==> src/rtl/noise_sel_crossfade_pkg.sv <==
// noise_pkg: shared constants and FSM state type for the noise source crossfader
package noise_pkg;
    localparam int NUM_SRC = 5;
    localparam int SEL_W   = 3;
    typedef enum logic [1:0] {IDLE, FADE_OUT, SWITCH, FADE_IN} xf_state_t;
endpackage

==> src/rtl/noise_sel_crossfade_gain_scale.sv <==
// gain_scale: tick-enabled signed sample times unsigned gain, floor-shifted back to sample width
module gain_scale #(
    parameter int WIDTH = 8,
    parameter int GW    = 3
) (
    input  logic             clk,
    input  logic             rst_n,
    input  logic             sample_tick_i,
    input  logic [WIDTH-1:0] y_i,
    input  logic [GW-1:0]    gain_i,
    output logic [WIDTH-1:0] sample_o,
    output logic             sample_valid_o
);
    logic signed [WIDTH+GW:0] w_prod;
    logic        [WIDTH-1:0]  r_sample;
    logic                     r_valid;

    // gain is zero-extended so it multiplies as a non-negative signed value
    assign w_prod = $signed(y_i) * $signed({1'b0, gain_i});

    // register the scaled sample on each tick; the shift divides by the full-scale gain
    always_ff @(posedge clk) begin
        if (!rst_n) begin
            r_sample <= '0;
            r_valid  <= 1'b0;
        end else begin
            r_valid <= sample_tick_i;
            if (sample_tick_i)
                r_sample <= WIDTH'(w_prod >>> (GW - 1));
        end
    end

    assign sample_o       = r_sample;
    assign sample_valid_o = r_valid;
endmodule

==> src/rtl/noise_sel_crossfade.sv <==
// noise_sel_crossfade: click-free source switcher that fades out, swaps mux select, fades back in
module noise_sel_crossfade #(
    parameter int WIDTH      = 8,
    parameter int NUM_SRC    = noise_pkg::NUM_SRC,
    parameter int RAMP_STEPS = 16
) (
    input  logic             clk,
    input  logic             rst_n,
    input  logic             sample_tick_i,
    input  logic             req_valid_i,
    input  logic [2:0]       req_sel_i,
    output logic             req_ready_o,
    output logic             err_o,
    output logic [2:0]       mux_sel_o,
    input  logic [WIDTH-1:0] mux_y_i,
    output logic [WIDTH-1:0] sample_o,
    output logic             sample_valid_o,
    output logic             busy_o
);
    import noise_pkg::*;

    localparam int            GW    = $clog2(RAMP_STEPS) + 1;
    localparam logic [GW-1:0] G_MAX = GW'(RAMP_STEPS);
    localparam logic [GW-1:0] G_ONE = GW'(1);

    xf_state_t        r_state;
    logic [GW-1:0]    r_gain;
    logic [SEL_W-1:0] r_mux_sel;
    logic [SEL_W-1:0] r_pend;
    logic             r_err;
    logic             w_accept;
    logic             w_bad;

    assign req_ready_o = (r_state == IDLE);
    assign busy_o      = (r_state != IDLE);
    assign w_accept    = req_valid_i & req_ready_o;
    assign w_bad       = int'(req_sel_i) >= NUM_SRC;

    // control FSM: owns the gain ramp, the mux select and the request handshake
    always_ff @(posedge clk) begin
        if (!rst_n) begin
            r_state   <= IDLE;
            r_gain    <= G_MAX;
            r_mux_sel <= '0;
            r_pend    <= '0;
            r_err     <= 1'b0;
        end else begin
            r_err <= 1'b0;
            case (r_state)
                IDLE: begin
                    if (w_accept) begin
                        if (w_bad)
                            r_err <= 1'b1;
                        else if (req_sel_i != r_mux_sel) begin
                            r_pend  <= req_sel_i;
                            r_state <= FADE_OUT;
                        end
                    end
                end
                FADE_OUT: begin
                    if (sample_tick_i && r_gain != '0) begin
                        r_gain <= r_gain - G_ONE;
                        if (r_gain == G_ONE)
                            r_state <= SWITCH;
                    end
                end
                SWITCH: begin
                    r_mux_sel <= r_pend;
                    r_state   <= FADE_IN;
                end
                FADE_IN: begin
                    if (sample_tick_i && r_gain != G_MAX) begin
                        r_gain <= r_gain + G_ONE;
                        if (r_gain == G_MAX - G_ONE)
                            r_state <= IDLE;
                    end
                end
                default: r_state <= IDLE;
            endcase
        end
    end

    assign mux_sel_o = r_mux_sel;
    assign err_o     = r_err;

    gain_scale #(.WIDTH(WIDTH), .GW(GW)) u_scale (
        .clk            (clk),
        .rst_n          (rst_n),
        .sample_tick_i  (sample_tick_i),
        .y_i            (mux_y_i),
        .gain_i         (r_gain),
        .sample_o       (sample_o),
        .sample_valid_o (sample_valid_o)
    );
endmodule

==> config.mk <==
export PLATFORM = sky130hd
export DESIGN_NAME = noise_sel_crossfade
export DESIGN_NICKNAME = d
export VERILOG_FILES = /design/src/rtl/noise_sel_crossfade_pkg.sv /design/src/rtl/noise_sel_crossfade_gain_scale.sv /design/src/rtl/noise_sel_crossfade.sv
export SDC_FILE = /design/constraint.sdc
export NUM_CORES = 1
export LEC_CHECK = 0
export BUFFER_PORTS_ARGS = -buffer_cell sky130_fd_sc_hd__buf_2
export CAP_MARGIN = 25
export CORE_AREA = 2 2 87 89
export DETAILED_ROUTE_END_ITERATION = 10
export DIE_AREA = 0 0 89 91
export PLACE_DENSITY_LB_ADDON = 0.12
export SLEW_MARGIN = 20
export SYNTH_ARGS = -nofsm -noshare
export SYNTH_HDL_FRONTEND = slang
export SYNTH_HIERARCHICAL = 1
export SYNTH_SLANG_ARGS = --single-unit
==> constraint.sdc <==
create_clock -name clk -period 4.3 [get_ports clk]
set_input_delay 0.215 -clock clk [delete_from_list [all_inputs] [get_ports clk]]
set_output_delay 0.215 -clock clk [all_outputs]
set_load 0.005 [all_outputs]
======== Word-level counts from Yosys, hierarchy flattened ========
Index checks and enable logic that the tools add are counted.
word-level totals
  bits in registers ....................... 23
cells by class
  mux-type cells .......................... 12
  multipliers ............................. 1
  equal/unequal tests ..................... 14
  $lt $le $gt $ge ......................... 1
  add/subtract/negate cells ............... 2
  bitwise logic cells ..................... 2
  reduce and logical (&&, ||, !) cells .... 10
operators by type and width
  cell                                               count
  2-to-1 mux 2 bit                                   7
  multiplier 8 x 6 -> 12 bit                         1
  2-to-1 mux 5 bit                                   2
  != test 2 bit (second input constant)              5
  case mux 5 bit (2 select lines)                    1
  case mux 2 bit (4 select lines)                    1
  AND reduction 7 bit                                1
  AND reduction 3 bit                                2
  adder 5 x 1 -> 5 bit (second input constant)       1
  == test 5 x 1 -> 1 bit (second input constant)     1
  == test 5 x 4 -> 1 bit (second input constant)     1
  != test 5 bit (second input constant)              1
  nonzero test 5 bit                                 1
  subtractor 5 x 1 -> 5 bit (second input constant)  1
  == test 2 bit (second input constant)              2
  != test 2 x 1 -> 1 bit (second input constant)     2
  AND reduction 4 bit                                1
  nonzero test 2 bit                                 2
  >= comparator 3 bit (second input constant)        1
  != test 3 bit                                      1
  == test 2 x 1 -> 1 bit (second input constant)     1
  logical AND 1 bit                                  2
  zero test 2 bit                                    1
  bitwise AND 1 bit                                  1
  2 further kinds                                    2

======== Depth between registers and ports, before layout ========
  depth after elaboration ................. 5
  depth in mapped cells ................... 13
  gate-level depth less buffers ........... 13

======== By module ========
Netlist, hierarchy kept.
by module, submodules not included
  module               area an instance (um2)  cells an instance  times used
  gain_scale           1571.5                  177                1
  noise_sel_crossfade  872.1                   93                 1

======== Worst setup path before layout ========
No wires, ideal clock.
  kind .................................... reg-to-reg
  start point ............................. register r_gain[0]
  end point ............................... register u_scale.r_sample[7], in the netlist u_scale/sample_o[7]
  cell stages (with the launch flop) ...... 14
  library setup time ...................... 0.079 ns
  arrival ................................. 3.583 ns
  buffers on the path ..................... 0
  required time ........................... 4.221 ns
  clock period less this slack ............ 3.662 ns
  setup slack ............................. 0.638 ns
  cells stage by stage .................... dfxtp_1 > nand2_1 > fa_1 > inv_1 > fa_1 > inv_1 > fa_1 > inv_1 > ha_1 > a21o_1 > o21bai_1 > o22a_1 > or3b_1 > o211ai_1
between the ends
  cells in the longest elaborated chain, start to end .. 1
RTL lines
  element                     line                                  text
  start, declared             noise_sel_crossfade.sv:27             logic [GW-1:0] r_gain;
  start signal, assigned      noise_sel_crossfade.sv:62             r_gain <= r_gain - G_ONE;
  start signal, assigned      noise_sel_crossfade.sv:73             r_gain <= r_gain + G_ONE;
  multiplier 8 x 6 -> 12 bit  noise_sel_crossfade_gain_scale.sv:19  assign w_prod = $signed(y_i) * $signed({1'b0, gain_i});
  end signal, assigned        noise_sel_crossfade_gain_scale.sv:29  r_sample <= WIDTH'(w_prod >>> (GW - 1));
  end, declared               noise_sel_crossfade_gain_scale.sv:15  logic [WIDTH-1:0] r_sample;
No other way between the ends.
A chain may end at the register's enable or synchronous reset.

======== Worst setup path in the final report ========
  start point ............................. register r_gain[2]
  end point ............................... register u_scale.r_sample[7], in the netlist u_scale/sample_o[7]
Same word-level chain as after synthesis.

==> results.md <==
* Status: finished, final reports clean
* VDD IR max at 0.194 mV
* Via density at 4.63
* Clock share of power at 10.5%
* Num ports at 30
* Avg Cell Area, Syn at 9.05 um2
* Vias after detailed routing at 1850
* # rows at 31
* Setup crit start kind: flip-flop
* Synth unique cells at 48
* Crit path launch: r_gain[2]
* FF-to-FF path depth at 11
* EDFF count, synth at 0
* Largest net degree at the start of global routing at 29
* Pwr per Cell Area at 521 nW/um2
* Count of pins over their slew limit at 0
* Switching Fraction at 45.2%
* Finished Cell Area at 2760 um2
* Total gr overflow at 0
* Reg2Reg Setup Slack at 0.48 ns
* Largest cells by area after synthesis: dfxtp_1 19%, fa_1 18%, ha_1 13%
* Sequential cell area fraction in the yosys report at 18.8%
* H-tree depth at 1
* Initial core utilization at 34.2%
* CP required at 4.51 ns
* Hold depth at 3
* TritonCTS clock tree: done
* Post-route ant nets at 0
* Worst r2r src: r_gain[2]
* Fin cells at 400
* DP Cell Count at 396
* Wirelength, routed at 5060 um
* Most common cell after layout, fill and taps aside: inv_1
* CTS resizes at 0
* # Post-CTS Setup Buffers at 0
* Synth warn at 6
* Drt first-iter violations at 49
* Synth async-reset ratio at 0%
* Max_slew headroom at 70.1%
* Setup CP Type: reg2reg
* Capturing point of the worst reg2reg path: u_scale/sample_o[7]
* IO Port Bufs at 29
* Initial antenna violation count at 0
* Sequential Power Share at 23.7%
* Hold Vio Cnt, Final at 0
* Slew @ Worst Pin at 0.449 ns
* Leak Pwr at 1.31 nW
* Worst Setup EP: u_scale/sample_o[7]
* Final Cycle Share at 88.7%
* Number of buffers created by CTS at 3
* #FFs+latches synth at 23
* Vias in the first global route at 2002
* Syn_nets at 333
* Clock root cell: clkbuf_8
* Critical Path Sink Type: flip-flop
* # diodes at 0
* Achievable Freq at 262 MHz
* Main synth FF type: dfxtp_1
* RePlAce Congestion at 0.785
* TritonRoute pass-1 iters at 4
* Die W at 89 um
* Post-synth top area share at 18.8%
* Fin nets at 365
* Area growth from synthesis to layout at 12.7%
* Most frequent cells in the layout: 46 x inv_1, 29 x buf_2, 26 x ha_1, 24 x nand2_1, 23 x dfxtp_1
* Wire per inst at 12.7 um
* Worst Hold Class: in2reg
* Worst Path Max Fanout at 14
* HPWL Detailed at 4050 um
* CTS Sinks at 23
* Largest area contributor in the synthesized netlist: dfxtp_1
* Number of remaining DRC errors at 0
* Clock slew at reported path FFs at 0.10 ns
* # setup viols final at 0
* Die area at 8100 um2
* Share of cells above drive strength 1 at 15.3%
* GRT Util Overall at 14.2%
* Min cycle time layout at 3.82 ns
* DP Area at 2710 um2
* Post-Route Setup TNS at 0 ns
* Comb pwr share at 65.7%
* NetSw at 0.648 mW
* Post-Syn Area at 2440 um2
* Crit path DAT at 4.03 ns
* Cell Int Power at 0.787 mW
* Hold Buf Count CTS at 0
* Core footprint at 7140 um2
* RSZ-0062 raised after global routing: no
* First-pass GRT wire length at 9180 um
* Synth Instances at 270
* Die height at 91 um
* Maximum buffer depth of the clock tree at 2
* Maxcap violations at 0
* Skew-Pair Late Insertion Delay at 0.28 ns
* Clock Skew at 0.0100 ns
## worst min path at each step
| stage | start | end | slack [ns] |
|---|---|---|---|
| after floorplan | rst_n | mux_sel_o[1] | 0.34 |
| after global placement | u_scale/sample_o[1] | u_scale/sample_o[1] | 0.47 |
| after detailed placement | u_scale/sample_o[1] | u_scale/sample_o[1] | 0.47 |
| after CTS | req_sel_i[2] | err_o | 0.20 |
| after global routing | req_sel_i[2] | err_o | 0.20 |
| final | req_sel_i[2] | err_o | 0.21 |
## per-stage QoR
step | power (mW) | worst slack, ns | util [%] | hold WS (ns)
2_1_floorplan | 1.06 | 0.638 | - | 0.343
3_3_place_gp | 1.30 | 0.516 | 37.9 | 0.473
3_5_place_dp | 1.31 | 0.506 | 37.9 | 0.474
4_1_cts | 1.47 | 0.474 | 38.6 | 0.198
5_1_grt | 1.63 | 0.256 | 38.6 | 0.198
6_report | 1.43 | 0.484 | 38.6 | 0.208
## cells by family (layout without fill, tap and decap cells)
| kind of cell | Yosys count | in the layout | share of synthesized area [%] |
|---|---|---|---|
| xor gates and xnor gates | 13 | 13 | 5.22 |
| and+or+nand+nor | 87 | 87 | 20.7 |
| buffers and inverters | 50 | 81 | 7.94 |
| AOI/OAI and AO/OA | 37 | 37 | 11.0 |
| DFF | 23 | 23 | 18.8 |
| muxes | 12 | 12 | 4.97 |
| adders and majority gates | 48 | 48 | 31.3 |
## critical path, stage by stage (launching register included)
cell,delay (ns)
dfxtp_1,0.60
nand2_1,0.16
fa_1,0.61
fa_1,0.54
fa_1,0.55
inv_1,0.04
ha_1,0.34
o21a_1,0.13
o21a_1,0.16
o22a_1,0.20
or3b_1,0.34
o211ai_1,0.08
## registers in the layout, indices dropped and copies added (netlist names)
| name | count |
|---|---|
| u_scale/sample_o | 8 |
| r_gain | 5 |
| mux_sel_o | 3 |
| r_pend | 3 |
| r_state | 2 |
| err_o | 1 |
| u_scale/sample_valid_o | 1 |
## power groups by stage
stage / Sequential [mW] / Clock [mW] / Combinational [mW]
global route: 0.356 / 0.167 / 1.11
detailed placement: 0.347 / 0 / 0.960
CTS: 0.343 / 0.162 / 0.964
global placement: 0.346 / 0 / 0.954
finish: 0.341 / 0.151 / 0.943
floorplan: 0.336 / 0 / 0.724
## layout make-up
type                            instances  area, um2
Clock inverter                          1       7.51
Fill cell                             784       4380
Multi-Input combinational cell        197       1790
Clock buffer                            3       41.3
Sequential cell                        23        460
Timing Repair Buffer                   31        160
Tap cell                               99        124
Inverter                               46        173
## synthesized netlist by cell type, types with 3 or more instances
library cell	instances
o21a_1	3
and2_2	7
or3_1	3
and2_1	19
xnor2_1	5
fa_1	22
mux2i_1	11
dfxtp_1	23
nand4_1	3
a21oi_1	8
ha_1	26
o21ai_0	7
xor2_1	7
nor2b_1	11
nor2_1	5
o211ai_1	3
nand2_1	24
inv_1	46
## routing by layer
| layer | up-vias | track usage, % | share of wire [%] | wire (um) |
|---|---|---|---|---|
| met1 | 880 | 17.6 | 45 | 2270 |
| li1 | 950 | - | - | - |
| met2 | 18 | 25.3 | 52 | 2620 |
| met4 | 0 | 3.23 | 0.63 | 32 |
| met3 | 2 | 2.27 | 2.8 | 142 |
| met5 | - | 0 | 0 | 0 |
No activity file was read; power rests on OpenSTA's default activity.
